<file path="config.mk">
export PLATFORM = sky130hd
export DESIGN_NAME = bus_ctrl_seq
export DESIGN_NICKNAME = d
export VERILOG_FILES = /design/src/rtl/bus_ctrl_seq.sv
export SDC_FILE = /design/constraint.sdc
export NUM_CORES = 1
export LEC_CHECK = 0
export CAP_MARGIN = 20
export CORE_AREA = 2 2 39 41
export DETAILED_ROUTE_END_ITERATION = 10
export DIE_AREA = 0 0 41 43
export PLACE_DENSITY_LB_ADDON = 0.1
export SETUP_SLACK_MARGIN = 0.1
export SYNTH_ARGS = -nofsm -noshare
export SYNTH_HDL_FRONTEND = slang
export SYNTH_SLANG_ARGS = --single-unit
</file>
<file path="constraint.sdc">
create_clock -name clk -period 4.43 [get_ports clk]
set_input_delay 1.329 -clock clk [delete_from_list [all_inputs] [get_ports clk]]
set_output_delay 1.329 -clock clk [all_outputs]
set_load 0.02 [all_outputs]
</file>
<file path="src/rtl/bus_ctrl_seq.sv">
// Microcode sequencer: T-step counter plus opcode x step decode into bus enable/load strobes.
// Optional FLAGS_EN macro enables conditional jumps (JC/JZ) and the flag-load strobe (fi).
module bus_ctrl_seq #(
  parameter int N_STEPS = 5
) (
  input  logic       clk,
  input  logic       clear,
  input  logic [3:0] opcode,
  input  logic       flag_c,
  input  logic       flag_z,
  output logic [2:0] step,
  output logic       co,
  output logic       ro,
  output logic       io,
  output logic       eo,
  output logic       ao,
  output logic       mi,
  output logic       ri,
  output logic       ii,
  output logic       ai,
  output logic       bi,
  output logic       oi,
  output logic       j,
  output logic       ce,
  output logic       su,
  output logic       fi,
  output logic       hlt
);

  // step | meaning
  // 0    | fetch: PC -> MAR
  // 1    | fetch: RAM -> IR, PC increment
  // 2    | execute 1 (HLT freezes here)
  // 3    | execute 2
  // 4    | execute 3
  // 5..7 | unused unless N_STEPS > 5; no microcode, all strobes 0

`ifdef FLAGS_EN
  localparam logic FLAGS_ON = 1'b1;
`else
  localparam logic FLAGS_ON = 1'b0;
`endif

  localparam logic [2:0] LAST_STEP = 3'(N_STEPS - 1);
  localparam logic [3:0] NUM_STEPS = 4'(N_STEPS);

  localparam logic [3:0] OP_LDA = 4'h1;
  localparam logic [3:0] OP_ADD = 4'h2;
  localparam logic [3:0] OP_SUB = 4'h3;
  localparam logic [3:0] OP_STA = 4'h4;
  localparam logic [3:0] OP_LDI = 4'h5;
  localparam logic [3:0] OP_JMP = 4'h6;
  localparam logic [3:0] OP_JC  = 4'h7;
  localparam logic [3:0] OP_JZ  = 4'h8;
  localparam logic [3:0] OP_OUT = 4'hE;
  localparam logic [3:0] OP_HLT = 4'hF;

  logic [2:0] step_nxt;
  logic       step_valid;

  always_ff @(posedge clk or posedge clear) begin
    if (clear) step <= 3'd0;
    else       step <= step_nxt;
  end

  // hlt is itself gated by clear, so the freeze can only be broken by reset
  always_comb begin
    step_nxt = step;
    if (!hlt) begin
      if (step == LAST_STEP) step_nxt = 3'd0;
      else                   step_nxt = step + 3'd1;
    end
  end

  assign step_valid = ({1'b0, step} < NUM_STEPS);

  always_comb begin
    co  = 1'b0;
    ro  = 1'b0;
    io  = 1'b0;
    eo  = 1'b0;
    ao  = 1'b0;
    mi  = 1'b0;
    ri  = 1'b0;
    ii  = 1'b0;
    ai  = 1'b0;
    bi  = 1'b0;
    oi  = 1'b0;
    j   = 1'b0;
    ce  = 1'b0;
    su  = 1'b0;
    fi  = 1'b0;
    hlt = 1'b0;
    if (!clear && step_valid) begin
      case (step)
        3'd0: begin
          co = 1'b1;
          mi = 1'b1;
        end
        3'd1: begin
          ro = 1'b1;
          ii = 1'b1;
          ce = 1'b1;
        end
        3'd2: begin
          case (opcode)
            OP_LDA, OP_ADD, OP_SUB, OP_STA: begin
              io = 1'b1;
              mi = 1'b1;
            end
            OP_LDI: begin
              io = 1'b1;
              ai = 1'b1;
            end
            OP_JMP: begin
              io = 1'b1;
              j  = 1'b1;
            end
            OP_JC: begin
              io = FLAGS_ON & flag_c;
              j  = FLAGS_ON & flag_c;
            end
            OP_JZ: begin
              io = FLAGS_ON & flag_z;
              j  = FLAGS_ON & flag_z;
            end
            OP_OUT: begin
              ao = 1'b1;
              oi = 1'b1;
            end
            OP_HLT: hlt = 1'b1;
            default: ;
          endcase
        end
        3'd3: begin
          case (opcode)
            OP_LDA: begin
              ro = 1'b1;
              ai = 1'b1;
            end
            OP_ADD, OP_SUB: begin
              ro = 1'b1;
              bi = 1'b1;
            end
            OP_STA: begin
              ao = 1'b1;
              ri = 1'b1;
            end
            default: ;
          endcase
        end
        3'd4: begin
          if (opcode == OP_ADD || opcode == OP_SUB) begin
            eo = 1'b1;
            ai = 1'b1;
            su = (opcode == OP_SUB);
            fi = FLAGS_ON;
          end
        end
        default: ;
      endcase
    end
  end

endmodule

</file>
* After elaboration in Yosys (flattened, before gate mapping)
Cells that the tools add are included.
** Word-level totals
- Flip-flop bits (word level) :: 3
- Bits in latches :: 0
- Memory bits (writable) :: 0
- Bits in read-only memories :: 0
- Output and inout port bits :: 19
- Memories :: 0
** Cells by class
- $add $sub $neg :: 1
- Multiply operators :: 0
- Div/mod/pow operators :: 0
- Order comparisons :: 1
- Eq/ne operators :: 12
- Shift-type cells :: 0
- Mux-type cells :: 41
- Bitwise logic cells :: 0
- Reduce and logical (&&, ||, !) cells :: 8
** Operators by type and width (number)
- $mux 1 :: 36
- $eq 4x3->1 const B :: 3
- $eq 4x2->1 const B :: 2
- $eq 4x4->1 const B :: 2
- $eq 3x2->1 const B :: 2
- $pmux 1 s2 :: 3
- $reduce_or 6->1 :: 1
- $eq 4x1->1 const B :: 1
- $reduce_or 4->1 :: 1
- $add 3x1->3 const B :: 1
- $eq 3x1->1 const B :: 1
- $eq 3x3->1 const B :: 1
- $logic_not 3->1 :: 1
- $lt 3x3->1 const B :: 1
- $mux 3 :: 1
- $pmux 1 s3 :: 1
- $reduce_or 3->1 :: 1
- $reduce_or 2->1 :: 1
- $logic_and 1x1->1 :: 1
- $logic_not 1->1 :: 1
- $logic_or 1x1->1 :: 1

* Depth between registers and ports, before layout
- Depth after elaboration :: 5
- Mapped depth :: 5
- Gate-level depth less buffers :: 5

* Least setup slack after synthesis
No wires, ideal clock.
- Kind :: input -> output
- From :: input port opcode[2]
- To :: output port ai
- Arrival :: 2.427 ns
- Required time :: 3.101 ns
- Setup slack :: 0.674 ns
- Stages :: 4
- Buffers on the path :: 1
- Cells stage by stage :: buf_6 nand2b_1 a2111o_1 a221oi_2
** Between the ends
- Word-level cells in the longest chain between the ends :: 5
- Elaborated cells on any way between the ends :: 10
** Ends and longest elaborated chain
- from (decl) :: line 8 : input logic [3:0] opcode,
- $eq 4x2->1 :: line 153 : if (opcode == OP_ADD || opcode == OP_SUB) begin
- $logic_or 1x1->1 :: line 153
- $mux 1 :: line 153
- $pmux 1 s3 (*) :: line 95 : case (step)
- $mux 1 (*) :: line 94 : if (!clear && step_valid) begin
- to (decl) :: line 20 : output logic ai,
Every way passes the cells marked *; elsewhere a longest branch is shown, timed or not.

* Worst setup path after layout
- From :: input port clear
- To :: output port bi
** Between the ends
- Word-level cells in the longest chain between the ends :: 3
** Ends and longest elaborated chain
- from (decl) :: line 7 : input logic clear,
- $logic_not 1->1 :: line 94
- $logic_and 1x1->1 :: line 94
- $mux 1 :: line 94
- to (decl) :: line 21 : output logic bi,
No other way between the ends.

==> results_dict.tcl <==
set metrics [dict create \
    power.total_uw 348 \
    synth-seq-area-share_pct 15.5 \
    area_delta_synth_final_pct 66.2 \
    hold_slack_ns 0.669 \
    crit_path_cell_trace "clkdlybuf4s50_1, buf_4, nor2_1, and3_1, clkdlybuf4s50_1" \
    ys_warn_count 0 \
    final.min_clock_period_ns 4.23 \
    worstSetupStartpointType "input port" \
    antenna_found_initial 0 \
    cts_root_buf "clkbuf_4" \
    setup_viol_count_final 0 \
    outcome "finished clean" \
    largest-register "step" \
    cts_made_buffers 3 \
    top_regs "step: 3 flops" \
    holdBufCountCts 0 \
    overflow 0 \
    place_hpwl_mm 1.01 \
    power_density_nw_per_um2 433 \
    crit_family "buffers and inverters" \
    die_h_um 43 \
    p_leak_nw 0.396 \
    timing.critical_path.buf_inv 3 \
    synth_cell_types 30 \
    vias 529 \
    vias_per_cell 4.81 \
    synth_area_sq_um 484 \
    mostFrequentLayoutCells "clkdlybuf4s50_1, buf_4, dlygate4sd2_1, nor2_1" \
    worst-r2r-cell-count 6 \
    synthCells 60 \
    start_util_pct 35.0 \
    peakVddDrop_mv 0.281 \
    fp.coreArea_sq_um 1380 \
    die_w_um 41 \
    cts.reportedPaths.clkPinSlew_ns 0.04 \
    grt_pass1_vias 529 \
    synth_edf_count 0 \
    finalNetCount 108 \
    dieArea_sq_um 1760 \
    fmax_ghz 0.236 \
    hold_violations 0 \
    grt_max_degree 10 \
    end_kind "primary output" \
    h-tree-depth 1 \
    arrival_ns 2.90 \
    wl_per_cell_um 11.0 \
    min_path_cells 2 \
    hold_class "flip-flop to flip-flop" \
    num_antenna_cells 0 \
    synthesis.nets 73 \
    cp.depth 5 \
    worst_path_largest_cell_delay_ns 0.60 \
    ant_nets 0 \
    async_flop_share_pct 100 \
    final_layout_size_suffix_gt1_share_pct 23.4 \
    clkSinkCount 3 \
    rsz0062_at_grt "no" \
    clock_latency_ns 0.23 \
    cts_buffer_depth 2 \
    post_cts_buffers 0 \
    layout_commonest_cell "clkdlybuf4s50_1" \
    period_share_pct 95.5 \
    num_rows 14 \
    place_congestion 0.729 \
    track_usage_pct 18.1 \
    cp_common_cell "clkdlybuf4s50_1" \
    slowest_stage "clkdlybuf4s50_1" \
    drt_wl_total_mm 1.21 \
    cap_viol_max_count 0 \
    slew_viol_final 0 \
    path_class "input port to primary output" \
    crit_required_ns 3.10 \
    ys_ff_latch 3 \
    ios 27 \
    grt_pass1_wl_mm 2.23 \
    syn_area_per_cell_sq_um 8.07 \
    cts_tree "yes" \
    synthFlopType "dfrtp_1" \
    port_buffers 23 \
    cp_max_fo 4 \
    fin_skew_ns 0.000207 \
    largest_reg_flops 3 \
    drt_iter0_markers 7 \
    drc 0 \
    drtPass1Iterations 2 \
]
## power by group
group / total, mW / internal [mW] / switching, mW / leakage [nW]
sequential: 0.0686 / 0.0425 / 0.0261 / 0.0361
combinational: 0.232 / 0.109 / 0.123 / 0.345
clock: 0.0477 / 0.0337 / 0.0140 / 0.0150
## worst min-delay path, delay by kind of cell (launching register included)
kind	cells	cell delay [ns]
DFF	1	0.43
muxes	1	0.08
buffers and inverters	1	0.12
## stage by stage
step           setup TNS (ns)  utilization [%]  area [sq um]  worst slack, ns  instances
3_3_place_gp           -0.504             56.6           783           -0.154        106
3_5_place_dp           -0.385             56.6           783           -0.139        106
4_1_cts                     0             57.5           796            0.122        110
5_1_grt                     0             58.1           805            0.108        110
2_1_floorplan               0                -           484            0.674         60
6_report                    0             58.1           805            0.198        110
## routing by layer
metal	track usage (%)	vias up	share of wire (%)
met5	0	-	0
met4	8.00	0	0
met3	3.66	0	5.2
met2	30.3	12	54
met1	20.6	239	41
li1	-	278	-
## cells in the mapped netlist (all sizes together), types with 2 or more instances
master	count	area (sq um)
and3	3	18.8
nand2	5	18.8
inv	5	18.8
ha	5	62.6
buf	3	26.3
nand2b	2	12.5
or2	3	18.8
nor4	2	27.5
nor3b	2	15.0
nor4b	2	17.5
nand3	2	10.0
dfrtp	3	75.1
nor2	6	22.5
and2	2	12.5
a21oi	3	15.0
## repair_timing
item / CTS / global route
gates resized for setup: 11 / 5
setup endpoints to repair: 11 / 5
endpoints found under the hold margin: 0 / 0
pin swaps: 0 / 0
## cell families after synthesis
logic type               after synthesis  synth area share, %
AO/OA/AOI/OAI                          9                 14.7
flip-flops                             3                 15.5
other                                  1                0.774
AND/OR/NAND/NOR                       32                 41.6
buffers and inverters                  8                 9.30
adder cells (fa/ha/maj)                5                 12.9
multiplexers                           2                 5.17
## area by class of cell
| class | count | area, sq um |
|---|---|---|
| fill | 148 | 579 |
| tap | 16 | 20.0 |
| inverter | 5 | 18.8 |
| sequential | 3 | 75.1 |
| multi-input combinational | 49 | 375 |
| timing repair buffer | 33 | 289 |
| clock buffer | 4 | 26.3 |
## final timing paths
check | start | to | slack, ns
max | clear | bi | 0.20
min | step[1]$_DFFE_PP0N_ | step[1]$_DFFE_PP0N_ | 0.67
max reg2reg | step[0]$_DFFE_PP0N_ | step[0]$_DFFE_PP0N_ | 2.62
min reg2reg | step[1]$_DFFE_PP0N_ | step[1]$_DFFE_PP0N_ | 0.67
max in group asynchronous | clear | step[1]$_DFFE_PP0N_ | 2.89
min in group asynchronous | clear | step[2]$_DFFE_PP0N_ | 1.45
Power figures use the tool's default switching activity.
